### config.mk
export PLATFORM = sky130hd
export DESIGN_NAME = timer_ctrl
export DESIGN_NICKNAME = d
export VERILOG_FILES = /design/src/rtl/timer_pkg.sv /design/src/rtl/timer_prescaler.sv /design/src/rtl/timer_ctrl.sv
export SDC_FILE = /design/constraint.sdc
export NUM_CORES = 1
export LEC_CHECK = 0
export CAP_MARGIN = 10
export CORE_ASPECT_RATIO = 0.8
export CORE_MARGIN = 4
export CORE_UTILIZATION = 38
export CTS_CLUSTER_DIAMETER = 120
export DETAILED_ROUTE_END_ITERATION = 16
export PLACE_DENSITY_LB_ADDON = 0.2
export REMOVE_ABC_BUFFERS = 1
export SLEW_MARGIN = 25
export SYNTH_ARGS = -nofsm -noshare
export SYNTH_HDL_FRONTEND = slang
export SYNTH_SLANG_ARGS = --single-unit
### constraint.sdc
create_clock -name clock -period 2.45 [get_ports clock]
set_input_delay 0.735 -clock clock [delete_from_list [all_inputs] [get_ports clock]]
set_output_delay 0.735 -clock clock [all_outputs]
set_load 0.005 [all_outputs]
### src/rtl/timer_pkg.sv
// ============================================================================
// Package : timer_pkg
// Purpose : Shared types and constants for the mm:ss countdown controller.
//           Holds the controller state encoding, the BCD digit and mm:ss word
//           types, and the entry clamp helper used at start time.
// Revision: 1.0 - initial release
// ============================================================================
`default_nettype none

package timer_pkg;

  typedef enum logic [2:0] {
    ST_IDLE  = 3'd0,
    ST_ENTRY = 3'd1,
    ST_LOAD  = 3'd2,
    ST_RUN   = 3'd3,
    ST_PAUSE = 3'd4,
    ST_DONE  = 3'd5
  } state_e;

  typedef logic [3:0]  bcd_t;   // single BCD digit
  typedef logic [15:0] mmss_t;  // {min_tens, min_ones, sec_tens, sec_ones}

  localparam bcd_t SEC_TENS_MAX = 4'd5;

  // The entry is kept exactly as typed; only the value handed to the counter
  // chain is limited so the mod-6 seconds-tens stage never gets 6..9.
  function automatic mmss_t clamp_entry(input mmss_t e);
    mmss_t r;
    r = e;
    if (e[7:4] > SEC_TENS_MAX) r[7:4] = SEC_TENS_MAX;
    return r;
  endfunction

endpackage

`default_nettype wire

### src/rtl/timer_prescaler.sv
// ============================================================================
// Module  : timer_prescaler
// Purpose : Free-running 0..TICK_DIV-1 counter that produces the 1 Hz tick.
//           Counts only while en_i is high, so the count is held across a
//           pause; clr_i restarts it from zero.
// Ports   : clock   - system clock, rising edge
//           clrn    - asynchronous active-low reset
//           clr_i   - synchronous clear to 0 (wins over en_i)
//           en_i    - advance the count this cycle
//           tc_o    - count is at TICK_DIV-1 (combinational)
// Revision: 1.0 - initial release
// ============================================================================
`default_nettype none

module timer_prescaler #(
  parameter int TICK_DIV = 100
) (
  input  logic clock,
  input  logic clrn,
  input  logic clr_i,
  input  logic en_i,
  output logic tc_o
);

  localparam int CW = (TICK_DIV > 1) ? $clog2(TICK_DIV) : 1;
  localparam logic [CW-1:0] LAST = CW'(TICK_DIV - 1);

  logic [CW-1:0] cnt_q;
  logic [CW-1:0] cnt_d;

  assign tc_o = (cnt_q == LAST);

  always_comb begin
    cnt_d = cnt_q;
    if (clr_i)      cnt_d = '0;
    else if (en_i)  cnt_d = tc_o ? '0 : cnt_q + 1'b1;
  end

  always_ff @(posedge clock or negedge clrn) begin
    if (!clrn) cnt_q <= '0;
    else       cnt_q <= cnt_d;
  end

endmodule

`default_nettype wire

### src/rtl/timer_ctrl.sv
// ============================================================================
// Module  : timer_ctrl
// Purpose : Sequencing controller for a four-digit mm:ss BCD countdown.
//           Captures keypad digits, loads the counter chain, issues the
//           one-per-second count enable, handles start/pause/cancel and
//           raises a timed alarm at 00:00.
// Ports   : clock, clrn          - clock / async active-low reset
//           key_valid, key_digit - keypad strobe and BCD digit
//           start, stop, clear   - one-cycle front-panel requests
//           door_closed          - door sensor (1 = closed)
//           timer_zero           - counter chain reads 00:00
//           load_n, load_data    - parallel load pulse and value to the chain
//           count_en             - one-cycle enable to the seconds-ones stage
//           running, alarm       - status (RUN / DONE)
// Options : DOOR_INTERLOCK_EN - when defined, start needs the door closed and
//           an open door in RUN forces PAUSE. Undefined: door_closed unused.
// Revision: 1.0 - initial release
// ============================================================================
`default_nettype none

module timer_ctrl
  import timer_pkg::*;
#(
  parameter int TICK_DIV     = 100,
  parameter int ALARM_CYCLES = 300
) (
  input  logic        clock,
  input  logic        clrn,
  input  logic        key_valid,
  input  logic [3:0]  key_digit,
  input  logic        start,
  input  logic        stop,
  input  logic        clear,
  input  logic        door_closed,
  input  logic        timer_zero,
  output logic        load_n,
  output logic [15:0] load_data,
  output logic        count_en,
  output logic        running,
  output logic        alarm
);

  localparam int ACW = $clog2(ALARM_CYCLES + 1);
  localparam logic [ACW-1:0] ALARM_LAST = ACW'(ALARM_CYCLES - 1);

  state_e         state_q, state_d;
  mmss_t          entry_q, entry_d;
  mmss_t          load_data_q, load_data_d;
  logic           load_n_q, load_n_d;
  logic           count_en_q, count_en_d;
  logic           running_q, running_d;
  logic           alarm_q, alarm_d;
  logic [ACW-1:0] alarm_cnt_q, alarm_cnt_d;

  logic  pre_clr, pre_en, pre_tc;
  logic  door_ok;
  logic  key_ok;
  logic  start_ok;
  mmss_t clamped;

`ifdef DOOR_INTERLOCK_EN
  assign door_ok = door_closed;
`else
  logic unused_door;
  assign unused_door = door_closed;
  assign door_ok     = 1'b1;
`endif

  assign key_ok   = key_valid && (key_digit <= 4'd9);
  assign start_ok = start && door_ok;
  assign clamped  = clamp_entry(entry_q);

  timer_prescaler #(
    .TICK_DIV (TICK_DIV)
  ) u_prescaler (
    .clock (clock),
    .clrn  (clrn),
    .clr_i (pre_clr),
    .en_i  (pre_en),
    .tc_o  (pre_tc)
  );

  always_comb begin
    state_d     = state_q;
    entry_d     = entry_q;
    load_data_d = load_data_q;
    load_n_d    = 1'b1;
    alarm_cnt_d = alarm_cnt_q;
    pre_clr     = 1'b0;

    case (state_q)
      ST_IDLE, ST_ENTRY: begin
        // stop doubles as clear here, so a coincident start is dropped
        if (stop || clear) begin
          entry_d     = '0;
          load_n_d    = 1'b0;
          load_data_d = '0;
          state_d     = ST_IDLE;
        end else if (start_ok) begin
          if (clamped != '0) begin
            load_n_d    = 1'b0;
            load_data_d = clamped;
            pre_clr     = 1'b1;
            state_d     = ST_LOAD;
          end
        end else if (key_ok) begin
          entry_d     = {entry_q[11:0], key_digit};
          load_n_d    = 1'b0;
          load_data_d = {entry_q[11:0], key_digit};
          state_d     = ST_ENTRY;
        end
      end

      ST_LOAD: state_d = ST_RUN;

      ST_RUN: begin
        // Reaching 00:00 wins so the chain is never stepped past zero.
        if (timer_zero) begin
          alarm_cnt_d = '0;
          state_d     = ST_DONE;
        end else if (stop || !door_ok) begin
          state_d = ST_PAUSE;
        end
      end

      ST_PAUSE: begin
        if (stop || clear) begin
          entry_d     = '0;
          load_n_d    = 1'b0;
          load_data_d = '0;
          state_d     = ST_IDLE;
        end else if (start_ok) begin
          state_d = ST_RUN;
        end
      end

      ST_DONE: begin
        if (stop || clear || (alarm_cnt_q == ALARM_LAST)) begin
          entry_d = '0;
          state_d = ST_IDLE;
        end else begin
          alarm_cnt_d = alarm_cnt_q + 1'b1;
        end
      end

      default: state_d = ST_IDLE;
    endcase

    // The prescaler only advances on cycles that stay in RUN, so a pause or
    // the final zero sample freezes it and suppresses the tick.
    pre_en     = (state_q == ST_RUN) && (state_d == ST_RUN);
    count_en_d = pre_en && pre_tc;
    running_d  = (state_d == ST_RUN);
    alarm_d    = (state_d == ST_DONE);
  end

  always_ff @(posedge clock or negedge clrn) begin
    if (!clrn) begin
      state_q     <= ST_IDLE;
      entry_q     <= '0;
      load_data_q <= '0;
      load_n_q    <= 1'b1;
      count_en_q  <= 1'b0;
      running_q   <= 1'b0;
      alarm_q     <= 1'b0;
      alarm_cnt_q <= '0;
    end else begin
      state_q     <= state_d;
      entry_q     <= entry_d;
      load_data_q <= load_data_d;
      load_n_q    <= load_n_d;
      count_en_q  <= count_en_d;
      running_q   <= running_d;
      alarm_q     <= alarm_d;
      alarm_cnt_q <= alarm_cnt_d;
    end
  end

  assign load_n    = load_n_q;
  assign load_data = load_data_q;
  assign count_en  = count_en_q;
  assign running   = running_q;
  assign alarm     = alarm_q;

endmodule

`default_nettype wire

## Word-level counts from Yosys, hierarchy flattened

Index checks and enable logic that the tools add are counted.

- Logic and storage cells: 82
- Bits in registers: 55
- Bits of input ports: 12

- $add $sub $neg: 2
- Equal/unequal tests: 17
- Mux-type cells: 37
- $lt $le $gt $ge: 2
- Reductions and logical operators: 15

Operator list:

| cell | number |
|---|---|
| $mux W16 | 8 |
| $pmux W16 S3 | 1 |
| $pmux W16 S2 | 1 |
| $mux W3 | 9 |
| $mux W7 | 3 |
| $mux W9 | 2 |
| $pmux W9 S2 | 1 |
| $reduce_bool A16 Y1 | 1 |
| $pmux W3 S5 | 1 |
| $add A9 B1 Y9 const B | 1 |
| $eq A3 B2 Y1 const B | 3 |
| $eq A3 B3 Y1 const B | 3 |
| $eq A9 B9 Y1 const B | 1 |
| $mux W1 | 9 |
| $ne A2 B2 Y1 const B | 4 |
| $ne A4 B4 Y1 const B | 2 |
| $add A7 B1 Y7 const B | 1 |
| $eq A7 B7 Y1 const B | 1 |
| $ne A3 B3 Y1 const B | 2 |
| $reduce_bool A2 Y1 | 3 |
| $reduce_and A5 Y1 | 1 |
| $gt A4 B3 Y1 const B | 1 |
| $le A4 B4 Y1 const B | 1 |
| $mux W4 | 1 |
| other kinds (9) | 12 |

## Logic depth before layout (Yosys ltp)

Gate-level depths: netlist of the first run.

- Depth in word-level cells: 11
- Mapped depth: 7

## By module

A second synthesis of the first run with hierarchy kept.

- Cell total of the unflattened synthesis: 297
- Area, all modules: 2,890.3 um2

By module, submodules not included:

| module | sequential area each (um2) | area an instance (um2) | instances | cells each |
|---|---|---|---|---|
| timer_ctrl | 1,202.4 | 2,511.2 | 1 | 257 |
| timer_prescaler | 175.2 | 379.1 | 1 | 40 |

## Worst setup path after synthesis of the first run

OpenSTA, ideal clock, no wires.

- Kind: input -> register
- From: input start
- To: register entry_q[0]
- Path buffers: 2
- Stages on the path: 6
- Path slack: 321 ps
- Setup time: 79 ps
- Required time: 2,371 ps
- Data arrival time: 2,050 ps
- Cell sequence: clkbuf_1 -> nor2b_1 -> a211oi_1 -> a311oi_4 -> buf_8 -> mux2i_1

- Cells in the longest elaborated chain, start to end: 2

Ends and longest elaborated chain:

| item | line | source |
|---|---|---|
| start, declared | timer_ctrl.sv:31 | `input logic start,` |
| $ne A3 B3 Y1 (no line) | -- |  |
| $reduce_and A5 Y1 (no line) | -- |  |
| end signal, assigned | timer_ctrl.sv:169 | `entry_q <= entry_d;` |
| end, declared | timer_ctrl.sv:47 | `mmss_t entry_q, entry_d;` |

Every way passes these cells.
A chain may end at the register's enable or synchronous reset.

## Worst setup path in the final report of the first run

- From: input clear
- To: register alarm_cnt_q[6]

- Cells in the longest elaborated chain, start to end: 4

Ends and longest elaborated chain:

| item | line | source |
|---|---|---|
| start, declared | timer_ctrl.sv:33 | `input logic clear,` |
| $logic_or A1 B1 Y1 (2 in a row) | timer_ctrl.sv:138 | `if (stop \|\| clear \|\| (alarm_cnt_q == ALARM_LAST)) begin` |
| $ne A2 B2 Y1 (no line) | -- |  |
| $reduce_and A3 Y1 (no line) | -- |  |
| end signal, assigned | timer_ctrl.sv:175 | `alarm_cnt_q <= alarm_cnt_d;` |
| end, declared | timer_ctrl.sv:53 | `logic [ACW-1:0] alarm_cnt_q, alarm_cnt_d;` |

Every way passes these cells.

==> results of run 1 <==
-- how the worst max path moves through the flow --
stage | to | slack, ps
floorplan | alarm_cnt_q[0] | -60
global placement | alarm_cnt_q[3] | 4
detailed placement | alarm_cnt_q[6] | -3
CTS | alarm_cnt_q[6] | 310
global route | entry_q[0] | 250
finish | alarm_cnt_q[6] | 290
-- registers in the layout, summed over array words and instances, names as in the netlist, 3 cells and up --
signal             count
load_data             16
entry_q               16
state_q                3
u_prescaler.cnt_q      7
alarm_cnt_q            9
-- worst max-delay path: cells and delay by family --
family	cells	cell delay (ps)
AO/OA/AOI/OAI	2	400
buffers and inverters	3	770
AND/OR/NAND/NOR	1	430
-- final cells by class --
cell class                 count  area, um2  area share
multi-input combinational    196       1400       0.389
sequential                    55       1380       0.382
timing repair buffer          52        510       0.141
tap                          105        131      0.0364
inverter                      24       90.1      0.0250
clock buffer                   7       86.3      0.0239
clock inverter                 1       8.76     0.00243
-- metrics by stage --
step           hold WS [ps]  setup slack, ps
5_1_grt                 418              251
4_1_cts                 400              309
3_5_place_dp            495            -3.00
6_report                391              287
3_3_place_gp            489             3.97
2_1_floorplan           439            -56.6
-- logic make-up after synthesis --
kind of cell / share of synthesized area
XOR/XNOR: 0.0208
AND/OR/NAND/NOR: 0.188
buffers and inverters: 0.0548
adder cells (fa/ha/maj): 0.00850
multiplexers: 0.156
AO/OA/AOI/OAI: 0.104
flip-flops: 0.468
-- per-layer routing --
layer  vias up  share of wire  GRT usage
met1      1034           0.55      0.223
met4         0         0.0088     0.0341
met5         -              0          0
met2        37           0.41      0.208
li1       1110              -          -
met3         6          0.032     0.0253
-- placed cells by master, fill, tap and decap left out, drive strengths merged, types with 2 or more instances in the layout --
cell,Yosys,final
a211oi,7,7
a21oi,10,10
a311oi,2,2
a31oi,2,2
and3,2,2
and4,6,6
buf,8,23
clkbuf,6,7
clkdlybuf4s50,0,29
dfrtp,54,54
ha,2,2
inv,24,24
mux2,15,15
mux2i,29,29
nand2,24,24
nand2b,4,4
nand3,11,11
nand4,4,4
nor2,23,23
nor2b,3,3
nor3,2,2
nor3b,2,2
nor4,5,5
nor4b,2,2
o211ai,6,6
o21ai,8,8
or2,3,3
or3,3,3
or3b,2,2
xnor2,5,5
xor2,2,2
-- Yosys cell counts (3+ instances only) --
cell and instances:
mux2i_1 29, a211oi_1 7, nand4_1 4, and4_1 3, xnor2_1 5, o211ai_1 5, and4_2 3, a21oi_1 10
inv_1 24, o21ai_0 8, or2_2 3, dfrtp_1 54, mux2_2 15, nor2b_1 3, nand3_1 10, nor2_1 23
buf_2 6, or3_1 3, nor4_1 5, nand2_1 24, nand2b_1 4, clkbuf_1 6
-- where the power goes --
group / switching, uW / internal [uW] / total, uW / leakage [uW]
Clock: 299 / 233 / 532 / 0.0000484
Combinational: 399 / 439 / 838 / 0.000809
Sequential: 161 / 1040 / 1210 / 0.000748
Total: 859 / 1720 / 2580 / 0.00161
==> flow_summary_export.csv, run 1 <==
group,metric,value,unit
final_layout,syn_to_final_growth,22.6,%
placed_design,io_buffers,30,
global_routing,grt_pass1_wl,10.7,mm
final_layout,stdcell_count,440,
worst_setup_path,reg2reg_from,"alarm_cnt_q[0]",
final_layout,final_util,0.484,
die,dieArea,9230,um2
die,coreArea,7460,um2
worst_setup_path,path_max_fanout,6,
worst_setup_path,slowest_delay,440,ps
power,p_total,2580,uW
clocking,clkSlewWorstSetupHoldPaths,100,ps
detailed_routing,wl,6.25,mm
yosys,synth_top_area_share,0.459,
worst_setup_path,crit_required,2640,ps
sta,rsz0062_at_grt,"false",
detailed_routing,post-route-drc-count,0,
worst_setup_path,rrSetupSlack,550,ps
final_layout,diodes,0,
clocking,cts_tree,"built",
yosys,netlist_area,2940,um2
job,drv_cap,0,
global_routing,grt_overflow,0,
global_routing,grt_max_degree,35,
die,chipHeight,86.7,um
worst_setup_path,crit_chain,"clkdlybuf4s50_1 > or3_1 > o41ai_1 > buf_4 > buf_12 > a21oi_1",
sta,setup_tns,0,ps
detailed_routing,num_vias,2187,
sta,fin_skew,8.87,ps
final_layout,fillers,729,
sta,maxSlewHeadroom,0.653,
detailed_routing,dr.pass1.iters,4,
detailed_routing,ant_nets,0,
yosys,yosysSeqAreaShare,0.468,
sta,hold_viol,0,
clocking,numClockSinks,55,
die,die_w,106,um
sta,fmax,0.462,GHz
worst_setup_path,worst-setup-path-type,"input port to flip-flop",
global_routing,grt_use_total,0.144,
power,power.leakage,0.00161,uW
final_layout,stdcell_area,3610,um2
final_layout,layout-drive-gt1-share,0.176,
clocking,cts_hold_buf,0,
clocking,numCtsBuffers,5,
worst_setup_path,r2r_cells,6,
yosys,yosysUniqueCellTypes,50,
sta,drv_slew,0,
yosys,yosysWarnings,0,
yosys,synth_area_leaders,"dfrtp_1 46%, mux2i_1 9.9%, mux2_2 5.7%",
placed_design,dp_hpwl,4.55,mm
yosys,synth_area_leader_cell,"dfrtp_1",
clocking,cts_post_setup_buffers_inserted,0,
detailed_routing,routedWlPerCell,14.2,um
worst_setup_path,end_kind,"flip-flop",
worst_setup_path,crit_path_start_kind,"input port",
hold_path,hold_class,"input port to asynchronous set/reset pin",
yosys,yosys_most_used_dff,"dfrtp_1",
yosys,postSynthAreaPerCell,10.2,um2
placed_design,placedCellCount,432,
yosys,async_flop_share,1.00,
clocking,clk_path_buf_depth,2,
die,pin_count,32,
placed_design,dpl_cell_area,3510,um2
global_routing,antenna_found_initial,0,
clocking,clk_latency,310,ps
sta,worst_pin_slew,520,ps
yosys,synth_edf_count,0,
clocking,h-tree-depth,2,
status,status,"finished clean",
detailed_routing,drtIter0Drc,127,
yosys,synthCells,289,
detailed_routing,via_per_inst,4.97,
worst_setup_path,cpMaxStageDelayCell,"clkdlybuf4s50_1",
worst_setup_path,critPathArrivalTime,2350,ps
yosys,ys_ff_latch,55,
clocking,clockRootBuffer,"clkbuf_8",
die,rows,28,
worst_setup_path,crit_path_start,"clear",
clocking,cts_resized,0,
power,worst_ir_drop_vdd,292,uV
worst_setup_path,reg2reg_to,"entry_q[0]",
die,start_util,0.394,
power,pwr_density_cell,714,nW/um2
placed_design,gp_congestion,0.865,
sta,fin_crit,2160,ps
sta,finalSetupViolCount,0,
final_layout,finalNetCount,348,
global_routing,first_global_vias,2131,
sta,min_period_over_period,0.883,
(Power assumes the default switching activity.)
==> inputs of run 2 (changes only) <==
--- a/config.mk
+++ b/config.mk
@@ -5,9 +5,8 @@
 export SDC_FILE = /design/constraint.sdc
 export NUM_CORES = 1
 export LEC_CHECK = 0
-export CAP_MARGIN = 10
 export CORE_ASPECT_RATIO = 0.8
-export CORE_MARGIN = 4
+export CORE_MARGIN = 1.5
 export CORE_UTILIZATION = 38
 export CTS_CLUSTER_DIAMETER = 120
 export DETAILED_ROUTE_END_ITERATION = 16
==> run 2 against run 1 <==
Critical path depth is the same. Clock skew decreased by 1.4 ps. Largest cell class unchanged. Clock power is 20% higher. Utilization grew 0.62 points. Power is 3.4% higher. Via count up 2.1%. Fmax shrank 9.8%. Die area is 10% lower. Routed wire length increased by 0.72%. Global-route usage increased by 2.3 points. Register-to-register slack lost 220 ps. Cell area grew 1.3%.
==> flow_summary_export.csv, run 2 (synthesis results as in run 1) <==
group,metric,value,unit
status,status,"finished clean",
detailed_routing,post-route-drc-count,0,
sta,min_period_over_period,0.979,
sta,fin_skew,7.48,ps
power,power.leakage,0.00164,uW
die,chipHeight,81.7,um
job,drv_cap,0,
sta,maxSlewHeadroom,0.620,
detailed_routing,drtIter0Drc,142,
final_layout,stdcell_area,3650,um2
sta,finalSetupViolCount,0,
worst_setup_path,r2r_cells,6,
die,rows,28,
worst_setup_path,crit_path_start_kind,"input port",
global_routing,antenna_found_initial,0,
worst_setup_path,worst-setup-path-type,"input port to flip-flop",
clocking,cts_resized,0,
clocking,clk_latency,310,ps
final_layout,layout-drive-gt1-share,0.191,
final_layout,final_common_cell,"dfrtp_1",
sta,rsz0062_at_grt,"false",
final_layout,layout_common_cells,"54 x dfrtp_1, 29 x mux2i_1, 29 x clkdlybuf4s50_1",
worst_setup_path,crit_required,2680,ps
sta,fmax,0.417,GHz
die,start_util,0.394,
clocking,clockRootBuffer,"clkbuf_8",
detailed_routing,routedWlPerCell,14.1,um
detailed_routing,via_per_inst,5.02,
sta,hold_viol,0,
global_routing,grt_pass1_wl,10.8,mm
power,pwr_density_cell,729,nW/um2
detailed_routing,dr.pass1.iters,4,
detailed_routing,ant_nets,0,
die,coreArea,7460,um2
clocking,numCtsBuffers,5,
global_routing,first_global_vias,2147,
final_layout,finalNetCount,353,
placed_design,io_buffers,30,
worst_setup_path,rrSetupSlack,330,ps
die,die_w,101,um
global_routing,grt_overflow,0,
worst_setup_path,reg2reg_to,"entry_q[12]",
worst_setup_path,reg2reg_from,"alarm_cnt_q[1]",
sta,fin_crit,2400,ps
global_routing,grt_use_total,0.167,
final_layout,syn_to_final_growth,24.2,%
clocking,cts_tree,"built",
clocking,cts_hold_buf,0,
clocking,h-tree-depth,2,
placed_design,dpl_cell_area,3530,um2
hold_path,hold_class,"input port to asynchronous set/reset pin",
die,dieArea,8280,um2
clocking,cts_post_setup_buffers_inserted,0,
sta,worst_pin_slew,570,ps
worst_setup_path,path_max_fanout,10,
die,pin_count,32,
clocking,numClockSinks,55,
final_layout,diodes,0,
power,p_total,2660,uW
global_routing,grt_max_degree,45,
clocking,clkSlewWorstSetupHoldPaths,100,ps
power,worst_ir_drop_vdd,357,uV
worst_setup_path,critPathArrivalTime,2630,ps
detailed_routing,wl,6.29,mm
detailed_routing,num_vias,2233,
placed_design,gp_congestion,0.831,
clocking,clk_path_buf_depth,2,
sta,drv_slew,0,
worst_setup_path,end_kind,"flip-flop",
sta,setup_tns,0,ps
placed_design,dp_hpwl,4.55,mm
run 2: changes by cell type in the layout (fill, tap and decap cells not counted), sizes merged:
cell    delta
inv        +1
bufinv     +1
buf        +5
clkbuf     -1
clkinv     -1
run 2: how the worst max path moves through the flow:
stage | endpoint | start | slack (ps) | cells after the start
finish | entry_q[12] | key_digit[2] | 50 | 6
global route | entry_q[13] | key_digit[1] | 4 | 6
CTS | entry_q[12] | key_digit[2] | 60 | 6
detailed placement | entry_q[12] | key_digit[2] | -270 | 6
global placement | entry_q[7] | key_digit[2] | -510 | 5
floorplan | alarm_cnt_q[0] | clear | -60 | 3
run 2: layout make-up:
type                    instances  area, um2
inverters                      24       90.1
repair buffers                 57        531
fillers                       719       3810
clock inverters                 2       38.8
clock buffers                   6       82.6
multi-input cells             196       1400
flip-flops and latches         55       1380
well taps                     105        131
run 2: metrics by stage:
| stage | cells | hold slack (ps) | util | setup slack, ps |
|---|---|---|---|---|
| floorplan | 275 | 439 | - | -56.6 |
| global route | 445 | 299 | 0.490 | 4.21 |
| finish | 445 | 297 | 0.490 | 50.5 |
| CTS | 445 | 300 | 0.490 | 61.2 |
| detailed placement | 437 | 495 | 0.474 | -270 |
| global placement | 436 | 489 | 0.471 | -510 |
run 2: critical path: stages:
cell and delay, ps:
clkdlybuf4s50_1 420, o21ai_0 300, a211oi_1 160, a311oi_4 570, buf_8 230, mux2i_1 200
run 2: metal layers:
| metal | up-vias | share of wire | global-route usage |
|---|---|---|---|
| met5 | - | 0 | 0 |
| met4 | 0 | 0.0060 | 0.0389 |
| met3 | 2 | 0.036 | 0.0298 |
| met2 | 37 | 0.43 | 0.256 |
| met1 | 1064 | 0.52 | 0.246 |
| li1 | 1130 | - | - |
run 2: report_power, final:
| group | switching (uW) | leakage [uW] | total (uW) | internal, uW |
|---|---|---|---|---|
| Sequential | 162 | 0.000748 | 1210 | 1040 |
| Combinational | 396 | 0.000827 | 816 | 420 |
| Clock | 303 | 0.0000618 | 640 | 337 |
==> inputs of run 3 (changes only) <==
--- a/config.mk
+++ b/config.mk
@@ -6,9 +6,8 @@
 export NUM_CORES = 1
 export LEC_CHECK = 0
 export CORE_ASPECT_RATIO = 0.8
-export CORE_MARGIN = 1.5
+export CORE_MARGIN = 2
 export CORE_UTILIZATION = 38
-export CTS_CLUSTER_DIAMETER = 120
 export DETAILED_ROUTE_END_ITERATION = 16
 export PLACE_DENSITY_LB_ADDON = 0.2
 export REMOVE_ABC_BUFFERS = 1
==> run 3 against run 2 <==
Register-to-register slack worse by 40 ps. Sequential power barely moved. Highest routed layer unchanged. Clock power is 22% lower. Cell area up 0.68%. Utilization rose by 0.34 points.
==> flow_summary_export.csv, run 3 (synthesis results as in run 1) <==
group,metric,value,unit
status,status,"finished clean",
worst_setup_path,crit_family,"buffers and inverters",
worst_setup_path,reg2reg_to,"alarm_cnt_q[4]",
sta,rsz0062_at_grt,"false",
global_routing,grt_use_total,0.161,
worst_setup_path,worst-setup-path-type,"input port to flip-flop",
hold_path,hold_class,"input port to asynchronous set/reset pin",
placed_design,io_buffers,30,
final_layout,syn_to_final_growth,25.0,%
detailed_routing,dr.pass1.iters,4,
clocking,clkSlewWorstSetupHoldPaths,100,ps
sta,drv_slew,0,
power,pwr_density_cell,701,nW/um2
sta,setup_tns,0,ps
worst_setup_path,end_kind,"flip-flop",
detailed_routing,post-route-drc-count,0,
placed_design,gp_congestion,0.832,
worst_setup_path,crit_required,2640,ps
die,start_util,0.394,
clocking,clockRootBuffer,"clkbuf_8",
placed_design,dp_hpwl,4.64,mm
sta,maxSlewHeadroom,0.543,
job,drv_cap,0,
worst_setup_path,critPathArrivalTime,2570,ps
worst_setup_path,rrSetupSlack,290,ps
clocking,h-tree-depth,2,
final_layout,finalNetCount,360,
sta,fin_crit,2380,ps
global_routing,grt_pass1_wl,10.6,mm
clocking,cts_hold_buf,0,
clocking,cts_tree,"built",
worst_setup_path,slowest_delay,610,ps
power,power.leakage,0.00165,uW
die,chipHeight,82.7,um
sta,finalSetupViolCount,0,
global_routing,grt_max_degree,27,
sta,setup_ws,67.2,ps
global_routing,grt_overflow,0,
sta,fin_skew,7.09,ps
detailed_routing,drtIter0Drc,76,
worst_setup_path,worstPathBufferInverterCount,3,
worst_setup_path,crit_chain,"clkdlybuf4s50_1 > or2_2 > buf_4 > o32ai_1 > buf_4 > a211oi_1",
final_layout,final_common_cell,"dfrtp_1",
die,pin_count,32,
clocking,clk_path_buf_depth,2,
detailed_routing,ant_nets,0,
final_layout,layout_common_cells,"54 x dfrtp_1, 30 x buf_4, 29 x mux2i_1, 29 x clkdlybuf4s50_1",
final_layout,fillers,689,
final_layout,stdcell_area,3680,um2
worst_setup_path,cpMostUsedCell,"buf_4",
sta,fmax,0.420,GHz
sta,min_period_over_period,0.973,
detailed_routing,num_vias,2246,
placed_design,place_ws,-246,ps
die,die_w,102,um
final_layout,diodes,0,
detailed_routing,via_per_inst,4.97,
clocking,numClockSinks,55,
detailed_routing,routedWlPerCell,13.9,um
worst_setup_path,crit_path_start_kind,"input port",
detailed_routing,wl,6.27,mm
worst_setup_path,reg2reg_from,"state_q[2]",
final_layout,layout-drive-gt1-share,0.205,
placed_design,dpl_cell_area,3570,um2
worst_setup_path,cpMaxStageDelayCell,"o32ai_1",
die,dieArea,8470,um2
clocking,clk_latency,300,ps
power,worst_ir_drop_vdd,384,uV
final_layout,final_util,0.493,
die,rows,28,
global_routing,first_global_vias,2104,
clocking,numCtsBuffers,5,
worst_setup_path,r2r_cells,4,
sta,hold_viol,0,
sta,hold_slack,383,ps
global_routing,antenna_found_initial,0,
die,coreArea,7460,um2
sta,worst_pin_slew,683,ps
worst_setup_path,path_max_fanout,4,
[run 3: area by class of cell]
class / count / area, um2 / area share
Tap cell: 105 / 131 / 0.0357
Inverter: 24 / 90.1 / 0.0245
Sequential cell: 55 / 1380 / 0.374
Multi-Input combinational cell: 196 / 1400 / 0.382
Clock buffer: 6 / 72.6 / 0.0197
Clock inverter: 2 / 12.5 / 0.00340
Timing Repair Buffer: 64 / 592 / 0.161
[run 3: routing by layer]
layer  vias up  wire length, um  GRT usage
met5         -                0          0
met4         0               56     0.0440
met3         4              214     0.0311
met2        39             2650      0.238
met1      1068             3350      0.241
li1       1135                -          -
[run 3: through the flow]
| step | power (uW) | instances |
|---|---|---|
| finish | 2580 | 452 |
| CTS | 2590 | 449 |
| floorplan | 1670 | 275 |
| detailed placement | 2080 | 441 |
| global placement | 2060 | 440 |
| global route | 2760 | 452 |
[run 3: report_power, final]
| part | leakage, uW | internal (uW) | switching [uW] |
|---|---|---|---|
| registers | 0.000748 | 1040 | 170 |
| logic | 0.000863 | 467 | 400 |
| clock network | 0.0000412 | 201 | 296 |
[run 3: timing repair]
item                                    in CTS  in global routing
resized for setup                            0                  0
endpoints found under the setup margin       0                  9
buffers inserted                             0                  3
[run 3: worst max-delay path by stage]
stage / depth (start not counted) / from / slack [ps] / endpoint
after floorplan: 3 / clear / -60 / alarm_cnt_q[0]
after global placement: 5 / key_digit[2] / -460 / entry_q[7]
after detailed placement: 6 / clear / -250 / alarm_cnt_q[0]
after CTS: 6 / clear / 80 / alarm_cnt_q[0]
after global routing: 6 / clear / 20 / alarm_cnt_q[4]
final: 6 / clear / 70 / alarm_cnt_q[4]
